`src/rtl/toggle_pulse_decoder.sv`:
```
// Toggle-signalling receiver: synchronises tog_in, optionally debounces it, and emits one strobe per committed flip.
// Define TOGGLE_PULSE_DECODER_DEBOUNCE_EN to enable the debounce FSM; otherwise every synchronised flip commits.
module toggle_pulse_decoder #(
  parameter int unsigned SYNC_STAGES     = 2,
  parameter int unsigned DEBOUNCE_CYCLES = 50000,
  parameter int unsigned DEBOUNCE_W      = 16,
  parameter int unsigned CNT_W           = 8
) (
  input  logic             clk,
  input  logic             rst,
  input  logic             tog_in,
  output logic             level,
  output logic             pulse,
  output logic             rise,
  output logic             fall,
  output logic [CNT_W-1:0] evt_cnt,
  output logic             evt_pending,
  input  logic             evt_ack,
  output logic             overrun
);

  // Elaboration-time configuration checks.
  if (SYNC_STAGES < 2) begin : g_bad_sync
    $error("toggle_pulse_decoder: SYNC_STAGES must be >= 2");
  end
  if (DEBOUNCE_CYCLES < 2) begin : g_bad_deb
    $error("toggle_pulse_decoder: DEBOUNCE_CYCLES must be >= 2");
  end
  if (((DEBOUNCE_CYCLES - 1) >> DEBOUNCE_W) != 0) begin : g_bad_debw
    $error("toggle_pulse_decoder: DEBOUNCE_W too narrow for DEBOUNCE_CYCLES-1");
  end

  logic [SYNC_STAGES-1:0] sync_q;
  logic                   s;
  logic                   commit;

  logic             level_q, level_d;
  logic             pulse_q, pulse_d;
  logic             rise_q, rise_d;
  logic             fall_q, fall_d;
  logic [CNT_W-1:0] evt_cnt_q, evt_cnt_d;
  logic             pend_q, pend_d;
  logic             ovr_q, ovr_d;

  always_ff @(posedge clk) begin
    if (!rst) begin
      sync_q <= '0;
    end else begin
      sync_q <= {sync_q[SYNC_STAGES-2:0], tog_in};
    end
  end

  assign s = sync_q[SYNC_STAGES-1];

`ifdef TOGGLE_PULSE_DECODER_DEBOUNCE_EN
  typedef enum logic {
    ST_STABLE,
    ST_CHECK
  } deb_state_e;

  localparam logic [DEBOUNCE_W-1:0] DEB_LAST = DEBOUNCE_W'(DEBOUNCE_CYCLES - 1);

  deb_state_e            state_q, state_d;
  logic [DEBOUNCE_W-1:0] deb_cnt_q, deb_cnt_d;

  always_ff @(posedge clk) begin
    if (!rst) begin
      state_q   <= ST_STABLE;
      deb_cnt_q <= '0;
    end else begin
      state_q   <= state_d;
      deb_cnt_q <= deb_cnt_d;
    end
  end

  // The counter holds how many consecutive samples of s have disagreed with level.
  always_comb begin
    state_d   = state_q;
    deb_cnt_d = deb_cnt_q;
    commit    = 1'b0;
    case (state_q)
      ST_STABLE: begin
        if (s != level_q) begin
          state_d   = ST_CHECK;
          deb_cnt_d = DEBOUNCE_W'(1);
        end
      end
      ST_CHECK: begin
        if (s == level_q) begin
          state_d   = ST_STABLE;
          deb_cnt_d = '0;
        end else if (deb_cnt_q == DEB_LAST) begin
          commit    = 1'b1;
          state_d   = ST_STABLE;
          deb_cnt_d = '0;
        end else begin
          deb_cnt_d = deb_cnt_q + DEBOUNCE_W'(1);
        end
      end
      default: begin
        state_d   = ST_STABLE;
        deb_cnt_d = '0;
      end
    endcase
  end
`else
  always_comb begin
    commit = (s != level_q);
  end
`endif

  always_comb begin
    level_d   = level_q;
    pulse_d   = commit;
    rise_d    = commit & s;
    fall_d    = commit & ~s;
    evt_cnt_d = evt_cnt_q;
    pend_d    = pend_q;
    ovr_d     = ovr_q;
    if (commit) begin
      level_d   = s;
      evt_cnt_d = evt_cnt_q + CNT_W'(1);
      pend_d    = 1'b1;
      // A same-edge ack consumes the old event, so only an unacked one overruns.
      if (pend_q && !evt_ack) begin
        ovr_d = 1'b1;
      end
    end else if (evt_ack) begin
      pend_d = 1'b0;
    end
  end

  always_ff @(posedge clk) begin
    if (!rst) begin
      level_q   <= 1'b0;
      pulse_q   <= 1'b0;
      rise_q    <= 1'b0;
      fall_q    <= 1'b0;
      evt_cnt_q <= '0;
      pend_q    <= 1'b0;
      ovr_q     <= 1'b0;
    end else begin
      level_q   <= level_d;
      pulse_q   <= pulse_d;
      rise_q    <= rise_d;
      fall_q    <= fall_d;
      evt_cnt_q <= evt_cnt_d;
      pend_q    <= pend_d;
      ovr_q     <= ovr_d;
    end
  end

  assign level       = level_q;
  assign pulse       = pulse_q;
  assign rise        = rise_q;
  assign fall        = fall_q;
  assign evt_cnt     = evt_cnt_q;
  assign evt_pending = pend_q;
  assign overrun     = ovr_q;

endmodule

```
`config.mk`:
```
export PLATFORM = sky130hd
export DESIGN_NAME = toggle_pulse_decoder
export DESIGN_NICKNAME = d
export VERILOG_FILES = /design/src/rtl/toggle_pulse_decoder.sv
export SDC_FILE = /design/constraint.sdc
export NUM_CORES = 1
export LEC_CHECK = 0
export ABC_AREA = 1
export CORE_MARGIN = 2
export CORE_UTILIZATION = 33
export DETAILED_ROUTE_END_ITERATION = 8
export PLACE_DENSITY = 0.69
export RECOVER_POWER = 50
export REMOVE_ABC_BUFFERS = 1
export SLEW_MARGIN = 25
export SYNTH_ARGS = -nofsm -noshare
export SYNTH_HDL_FRONTEND = slang
export SYNTH_SLANG_ARGS = --single-unit
```
`constraint.sdc`:
```
create_clock -name clk -period 2.2 [get_ports clk]
set_input_delay 0.44 -clock clk [delete_from_list [all_inputs] [get_ports clk]]
set_output_delay 0.44 -clock clk [all_outputs]
set_load 0.01 [all_outputs]
```
==> summary.txt, run 1 <==
GRT
  • Vias in the first global route: 502
  • Initial antenna violation count: 0
  • Largest net degree at the start of global routing: 16
  • Total Routing Usage GR: 10.3%
  • First-pass GRT wire length: 1.97 mm
  • Total gr overflow: 0

Die
  • Std-Cell Rows: 16
  • # IOs: 18
  • Chip height: 50.0 microns
  • Initial Util: 35.2%
  • Die area: 2500 sq um
  • Die X: 50.0 microns
  • Core area: 1980 sq um

Place
  • I/O Buffers: 17
  • Dpl cells: 134
  • HPWL after DPL: 902 microns
  • Worst slack at placement: 0.621 ns
  • Gpl congestion: 0.721
  • Area after DPL: 885 sq um

Job
  • Max-cap viol count: 0

Detailed routing
  • Metal-1 WL: 580 microns
  • WL met2: 509 microns
  • Final WL: 1.18 mm
  • Post-route ant nets: 0
  • Met3 wire length: 52 microns
  • DRC viols: 0
  • Vias after detailed routing: 579
  • Via density: 4.23
  • Wire per inst: 8.58 microns
  • 1st-iter DRT viols: 7
  • Max layer used: met4
  • Drt first pass iters: 3

Setup path
  • Cells along the critical path: inv_1 -> ha_1 -> clkinvlp_2 -> nand2_4 -> nor2_1 -> nand3_1 -> nand2_1 -> nor2_1
  • Worst path slowest cell: ha_1
  • Worst Path Max Fanout: 9
  • Worst Setup Start Kind: flop
  • Kind of critical path: reg -> reg
  • Nature of the critical path endpoint: flop
  • Worst Path Required: 2.38 ns
  • Crit path DAT: 1.93 ns
  • Slowest stage delay, CP: 0.44 ns
  • Top Family by Delay on Critical Path: simple AND/OR/NAND/NOR gates
  • Most Frequent Cell on Critical Path: nor2_1
  • Buf+Inv Stages, Crit Path: 2

Run status
  • Status: completed

CTS
  • Max clock buf depth: 2
  • Clk pin slew, worst setup/hold paths: 0.08 ns
  • TritonCTS Buffers: 3
  • Later-pin clock latency in the skew report: 0.28 ns
  • CTS tree: yes
  • Post-cts hold buffer count: 0
  • CTS resizes: 0
  • Root buffer cell: clkbuf_4
  • # H-tree levels: 1
  • Number of clock sinks: 16
  • Post-CTS Setup Inserts: 0

Timing
  • Worst setup margin: 0.450 ns
  • Final hold violations: 0
  • Final min period: 1.75 ns
  • Worst hold slack: 0.426 ns
  • Final setup skew: 0.00554 ns
  • Tcrit/Tclk final: 79.5%
  • Final Max Tran Viols: 0
  • Slew of the pin with the lowest slew margin: 0.473 ns
  • Max frequency: 0.572 GHz
  • RSZ-0062 raised after global routing: false
  • Setup-failing EPs final: 0
  • Relative slew margins: 68.4%
  • Total negative slack: 0 ns

Hold path
  • Hold WC Path Type: reg -> reg

Synthesis
  • Syn_area_per_cell: 7.58 sq um
  • Synth Cell Area: 697 sq um
  • Post-synthesis sequential area ratio: 46.0%
  • Yosys warnings: 0
  • Cell variety after synth: 16
  • Synthesis-stage register bit count: 16
  • Cells after Synth: 92

Final layout
  • Area of the multi-input gates: 274 sq um
  • Design area: 893 sq um
  • Share of cells above drive strength 1: 7.27%
  • Finished Layout Cells: 137
  • P&R area growth vs syn: 28.2%
  • Nets@finish: 119
  • Most common cell after layout, fill and taps aside: nand2_1
  • Most frequent cells in the layout: 20 x nand2_1, 18 x inv_1, 16 x dfxtp_1, 15 x nor2_1, 14 x clkdlybuf4s50_1
  • Final Util: 45.1%
  • Number of fill cells: 220
  • Number of diodes: 0
  • Sequential Area: 320 sq um

Pwr
  • Worst VDD drop: 420 uV
  • P_leak: 0.419 nW
  • Pwr Density: 646 nW/um^2
  • Power after layout: 0.577 mW
-- synth_stat cells --
library cell	n	area [sq um]
ha_1	3	37.5
inv_1	18	67.6
nand2_1	20	75.1
buf_2	1	5.00
o21ai_0	4	20.0
nor2_1	13	48.8
nand3_1	5	25.0
o21a_1	1	7.51
dfxtp_1	16	320
nor2_4	2	22.5
buf_6	1	11.3
a21oi_2	1	8.76
a21oi_1	3	15.0
nor2_2	2	12.5
inv_6	1	8.76
nand2_4	1	11.3
-- registers in the layout (all words and copies together) (netlist names) --
name         flops
fall             1
evt_pending      1
pulse            1
overrun          1
evt_cnt          8
rise             1
sync_q           2
level            1
-- logic make-up (layout without fill, tap and decap cells) --
kind of cell,count (synthesis),in the layout,synth area share (%)
simple gates,43,43,28.0
buf+inv,21,39,13.3
flops,16,16,46.0
compound gates,9,9,7.36
fa+ha+maj,3,3,5.39
-- layout make-up --
class | instances | share of cell area [%]
Inverter | 19 | 8.12
Multi-Input combinational cell | 55 | 30.7
Clock buffer | 3 | 2.52
Tap cell | 27 | 3.78
Timing Repair Buffer | 17 | 19.0
Sequential cell | 16 | 35.9
-- worst register-to-register path: stages (launching register included) --
cell	delay (ns)
dfxtp_1	0.36
inv_1	0.07
ha_1	0.44
clkinvlp_2	0.22
nand2_4	0.05
nor2_1	0.26
nand3_1	0.12
nand2_1	0.08
nor2_1	0.04
-- final timing paths --
kind	start	endpoint	slack [ns]	cells after the start
setup / recovery	level$_SDFFE_PN0P_	evt_cnt[7]$_SDFFE_PN0P_	0.45	8
hold / removal	sync_q[0]$_SDFF_PN0_	sync_q[1]$_SDFF_PN0_	0.43	2
setup reg to reg	level$_SDFFE_PN0P_	evt_cnt[7]$_SDFFE_PN0P_	0.45	8
hold reg to reg	sync_q[0]$_SDFF_PN0_	sync_q[1]$_SDFF_PN0_	0.43	2
-- routing by layer --
metal | vias to the layer above | track usage (%)
met5 | - | 0
met2 | 17 | 16.0
met3 | 3 | 1.82
met4 | 0 | 6.94
met1 | 249 | 12.8
li1 | 310 | -
-- where the power goes --
| part | switching (mW) | internal, mW | total, mW |
|---|---|---|---|
| combinational | 0.0542 | 0.0514 | 0.106 |
| sequential | 0.0161 | 0.309 | 0.325 |
| clock | 0.0827 | 0.0635 | 0.146 |
Note: power is estimated with default switching activity, not from simulation.
==> run 2, diff against run 1 <==
--- a/config.mk
+++ b/config.mk
@@ -9,7 +9,7 @@
 export CORE_MARGIN = 2
 export CORE_UTILIZATION = 33
 export DETAILED_ROUTE_END_ITERATION = 8
-export PLACE_DENSITY = 0.69
+export PLACE_DENSITY = 0.71
 export RECOVER_POWER = 50
 export REMOVE_ABC_BUFFERS = 1
 export SLEW_MARGIN = 25
==> constraint.sdc (replaced) <==
create_clock -name clk -period 1.5 [get_ports clk]
set_input_delay 0.3 -clock clk [delete_from_list [all_inputs] [get_ports clk]]
set_output_delay 0.3 -clock clk [all_outputs]
set_load 0.01 [all_outputs]
==> run 2 against run 1 <==
Effect of this change: power is 50% higher; sequential share of layout area is 2.0 points lower; clock skew hardly changed; critical endpoint is now evt_cnt[3]; largest cell class unchanged.
==> summary.txt, run 2 (synthesized netlist as in run 1, its figures left out) <==
Final layout
  • Most common cell after layout, fill and taps aside: nand2_1 (unchanged)
  • Max reg flops: 8 (unchanged)
  • Final Util: 47.8% (was 45.1%)
  • Sequential Area: 320 sq um (unchanged)
  • Number of diodes: 0 (unchanged)
  • Number of fill cells: 206 (was 220)
  • Most frequent cells in the layout: 20 x nand2_1, 18 x inv_1, 16 x dfxtp_1, 13 x nor2_1 (was 20 x nand2_1, 18 x inv_1, 16 x dfxtp_1, 15 x nor2_1, 14 x clkdlybuf4s50_1)
  • Area of the multi-input gates: 287 sq um (was 274 sq um)
  • Nets@finish: 123 (was 119)
  • P&R area growth vs syn: 35.9% (was 28.2%)
  • Share of cells above drive strength 1: 13.2% (was 7.27%)

Setup path
  • Worst Setup Start Kind: flop (unchanged)
  • Worst Path Required: 1.20 ns (was 2.38 ns)
  • Top Family by Delay on Critical Path: buffers and inverters (was simple AND/OR/NAND/NOR gates)
  • Slowest stage delay, CP: 0.53 ns (was 0.44 ns)
  • Crit path DAT: 1.15 ns (was 1.93 ns)
  • Worst path slowest cell: clkdlybuf4s50_1 (was ha_1)
  • Worst Path Max Fanout: 2 (was 9)
  • Kind of critical path: reg -> out (was reg -> reg)
  • Nature of the critical path endpoint: output pin (was flop)
  • Cells along the critical path: clkdlybuf4s50_1 (was inv_1 -> ha_1 -> clkinvlp_2 -> nand2_4 -> nor2_1 -> nand3_1 -> nand2_1 -> nor2_1)
  • Buf+Inv Stages, Crit Path: 1 (was 2)

CTS
  • Post-cts hold buffer count: 0 (unchanged)
  • Later-pin clock latency in the skew report: 0.27 ns (was 0.28 ns)
  • CTS tree: yes (unchanged)
  • Max clock buf depth: 2 (unchanged)
  • # H-tree levels: 1 (unchanged)
  • Number of clock sinks: 16 (unchanged)
  • Root buffer cell: clkbuf_4 (unchanged)
  • TritonCTS Buffers: 3 (unchanged)
  • Clk pin slew, worst setup/hold paths: 0.09 ns (was 0.08 ns)

Die
  • Initial Util: 35.2% (unchanged)
  • # IOs: 18 (unchanged)
  • Die X: 50.0 microns (unchanged)
  • Std-Cell Rows: 16 (unchanged)
  • Core area: 1980 sq um (unchanged)
  • Chip height: 50.0 microns (unchanged)
  • Die area: 2500 sq um (unchanged)

Timing
  • Setup-failing EPs final: 0 (unchanged)
  • Final setup skew: 0.00559 ns (was 0.00554 ns)
  • Slew of the pin with the lowest slew margin: 0.234 ns (was 0.473 ns)
  • Total negative slack: 0 ns (unchanged)
  • Final hold violations: 0 (unchanged)
  • Final Max Tran Viols: 0 (unchanged)
  • Final min period: 1.45 ns
  • Tcrit/Tclk final: 96.7%
  • RSZ-0062 raised after global routing: false (unchanged)
  • Relative slew margins: 84.3% (was 68.4%)
  • Max frequency: 0.690 GHz

Pwr
  • Sw power: 0.230 mW (was 0.153 mW)
  • Clk pwr share: 24.5% (was 25.4%)
  • Sequential Power Share: 54.4% (was 56.3%)
  • Switching portion of total power: 26.6% (was 26.5%)
  • Pint: 0.634 mW (was 0.424 mW)
  • P_leak: 0.486 nW (was 0.419 nW)
  • Power share of the combinational group: 21.1% (was 18.3%)
  • Worst VDD drop: 526 uV (was 420 uV)
  • Pwr Density: 912 nW/um^2 (was 646 nW/um^2)

GRT
  • Total gr overflow: 0 (unchanged)
  • Vias in the first global route: 593 (was 502)
  • Total Routing Usage GR: 11.8% (was 10.3%)
  • Largest net degree at the start of global routing: 12 (was 16)
  • First-pass GRT wire length: 2.28 mm (was 1.97 mm)
  • Initial antenna violation count: 0 (unchanged)

Place
  • Gpl congestion: 0.695 (was 0.721)
  • HPWL after DPL: 980 microns (was 902 microns)
  • I/O Buffers: 17 (unchanged)

Detailed routing
  • Via density: 4.32 (was 4.23)
  • DRC viols: 0 (unchanged)
  • Post-route ant nets: 0 (unchanged)
  • Vias after detailed routing: 609 (was 579)
  • 1st-iter DRT viols: 9 (was 7)
  • Wire per inst: 9.03 microns (was 8.58 microns)
  • Final WL: 1.27 mm (was 1.18 mm)
  • Drt first pass iters: 4 (was 3)

Hold path
  • Hold WC Path Type: reg -> reg (unchanged)

Job
  • Max-cap viol count: 0 (unchanged)

Run status
  • Status: completed (unchanged)
==> run 2: changes by cell type in the layout (fill, tap and decap cells not counted), moves of 2 or more <==
cell             previous run  this run
dlygate4sd2_1               0         6
clkdlybuf4s50_1            14         6
buf_4                       0         3
clkdlybuf4s25_1             0         3
dlygate4sd3_1               3         1
nor2_1                     15        13
==> run 2: power by group through the flow <==
stage	Sequential (mW)	Combinational (mW)	Clock, mW
after global routing	0.475	0.203	0.244
after floorplan	0.496	0.0778	0
after CTS	0.470	0.186	0.222
after detailed placement	0.480	0.191	0
after global placement	0.479	0.192	0
final	0.470	0.182	0.212
==> run 2: through the flow <==
step | power (mW) | setup slack, ns | hold WS, ns | cells | area [sq um]
finish | 0.864 | 0.0499 | 0.424 | 141 | 947
global route | 0.922 | 0.00134 | 0.448 | 141 | 947
CTS | 0.878 | 0.00388 | 0.433 | 141 | 945
detailed placement | 0.671 | 0.0727 | 0.412 | 138 | 927
global placement | 0.670 | 0.146 | 0.397 | 138 | 927
floorplan | 0.574 | 0.0650 | 0.390 | 90 | 681
==> run 2: final timing paths <==
| check | from | end | slack, ns | depth (start not counted) |
|---|---|---|---|---|
| max | evt_cnt[3]$_SDFFE_PN0P_ | evt_cnt[3] | 0.05 | 1 |
| min | sync_q[0]$_SDFF_PN0_ | sync_q[1]$_SDFF_PN0_ | 0.42 | 2 |
| max reg2reg | level$_SDFFE_PN0P_ | evt_cnt[6]$_SDFFE_PN0P_ | 0.15 | 8 |
| min reg2reg | sync_q[0]$_SDFF_PN0_ | sync_q[1]$_SDFF_PN0_ | 0.42 | 2 |
==> run 2: final cells by class <==
type | instances | area share [%]
sequential | 16 | 33.8
multi-input combinational | 55 | 30.3
timing repair buffer | 21 | 21.9
inverter | 19 | 8.06
tap | 27 | 3.57
clock buffer | 3 | 2.38
==> run 2: per-layer routing <==
layer / vias to the layer above / track usage, % / routed length (microns)
li1: 317 / - / -
met4: 0 / 5.56 / 0
met3: 0 / 3.03 / 97
met5: - / 0 / 0
met2: 22 / 20.9 / 619
met1: 270 / 13.1 / 556
==> run 2: what timing repair did <==
| action | 4_1_cts | 5_1_grt |
|---|---|---|
| setup buffers | 0 | 0 |
| gates resized for setup | 8 | 5 |
| endpoints found under the setup margin | 7 | 9 |
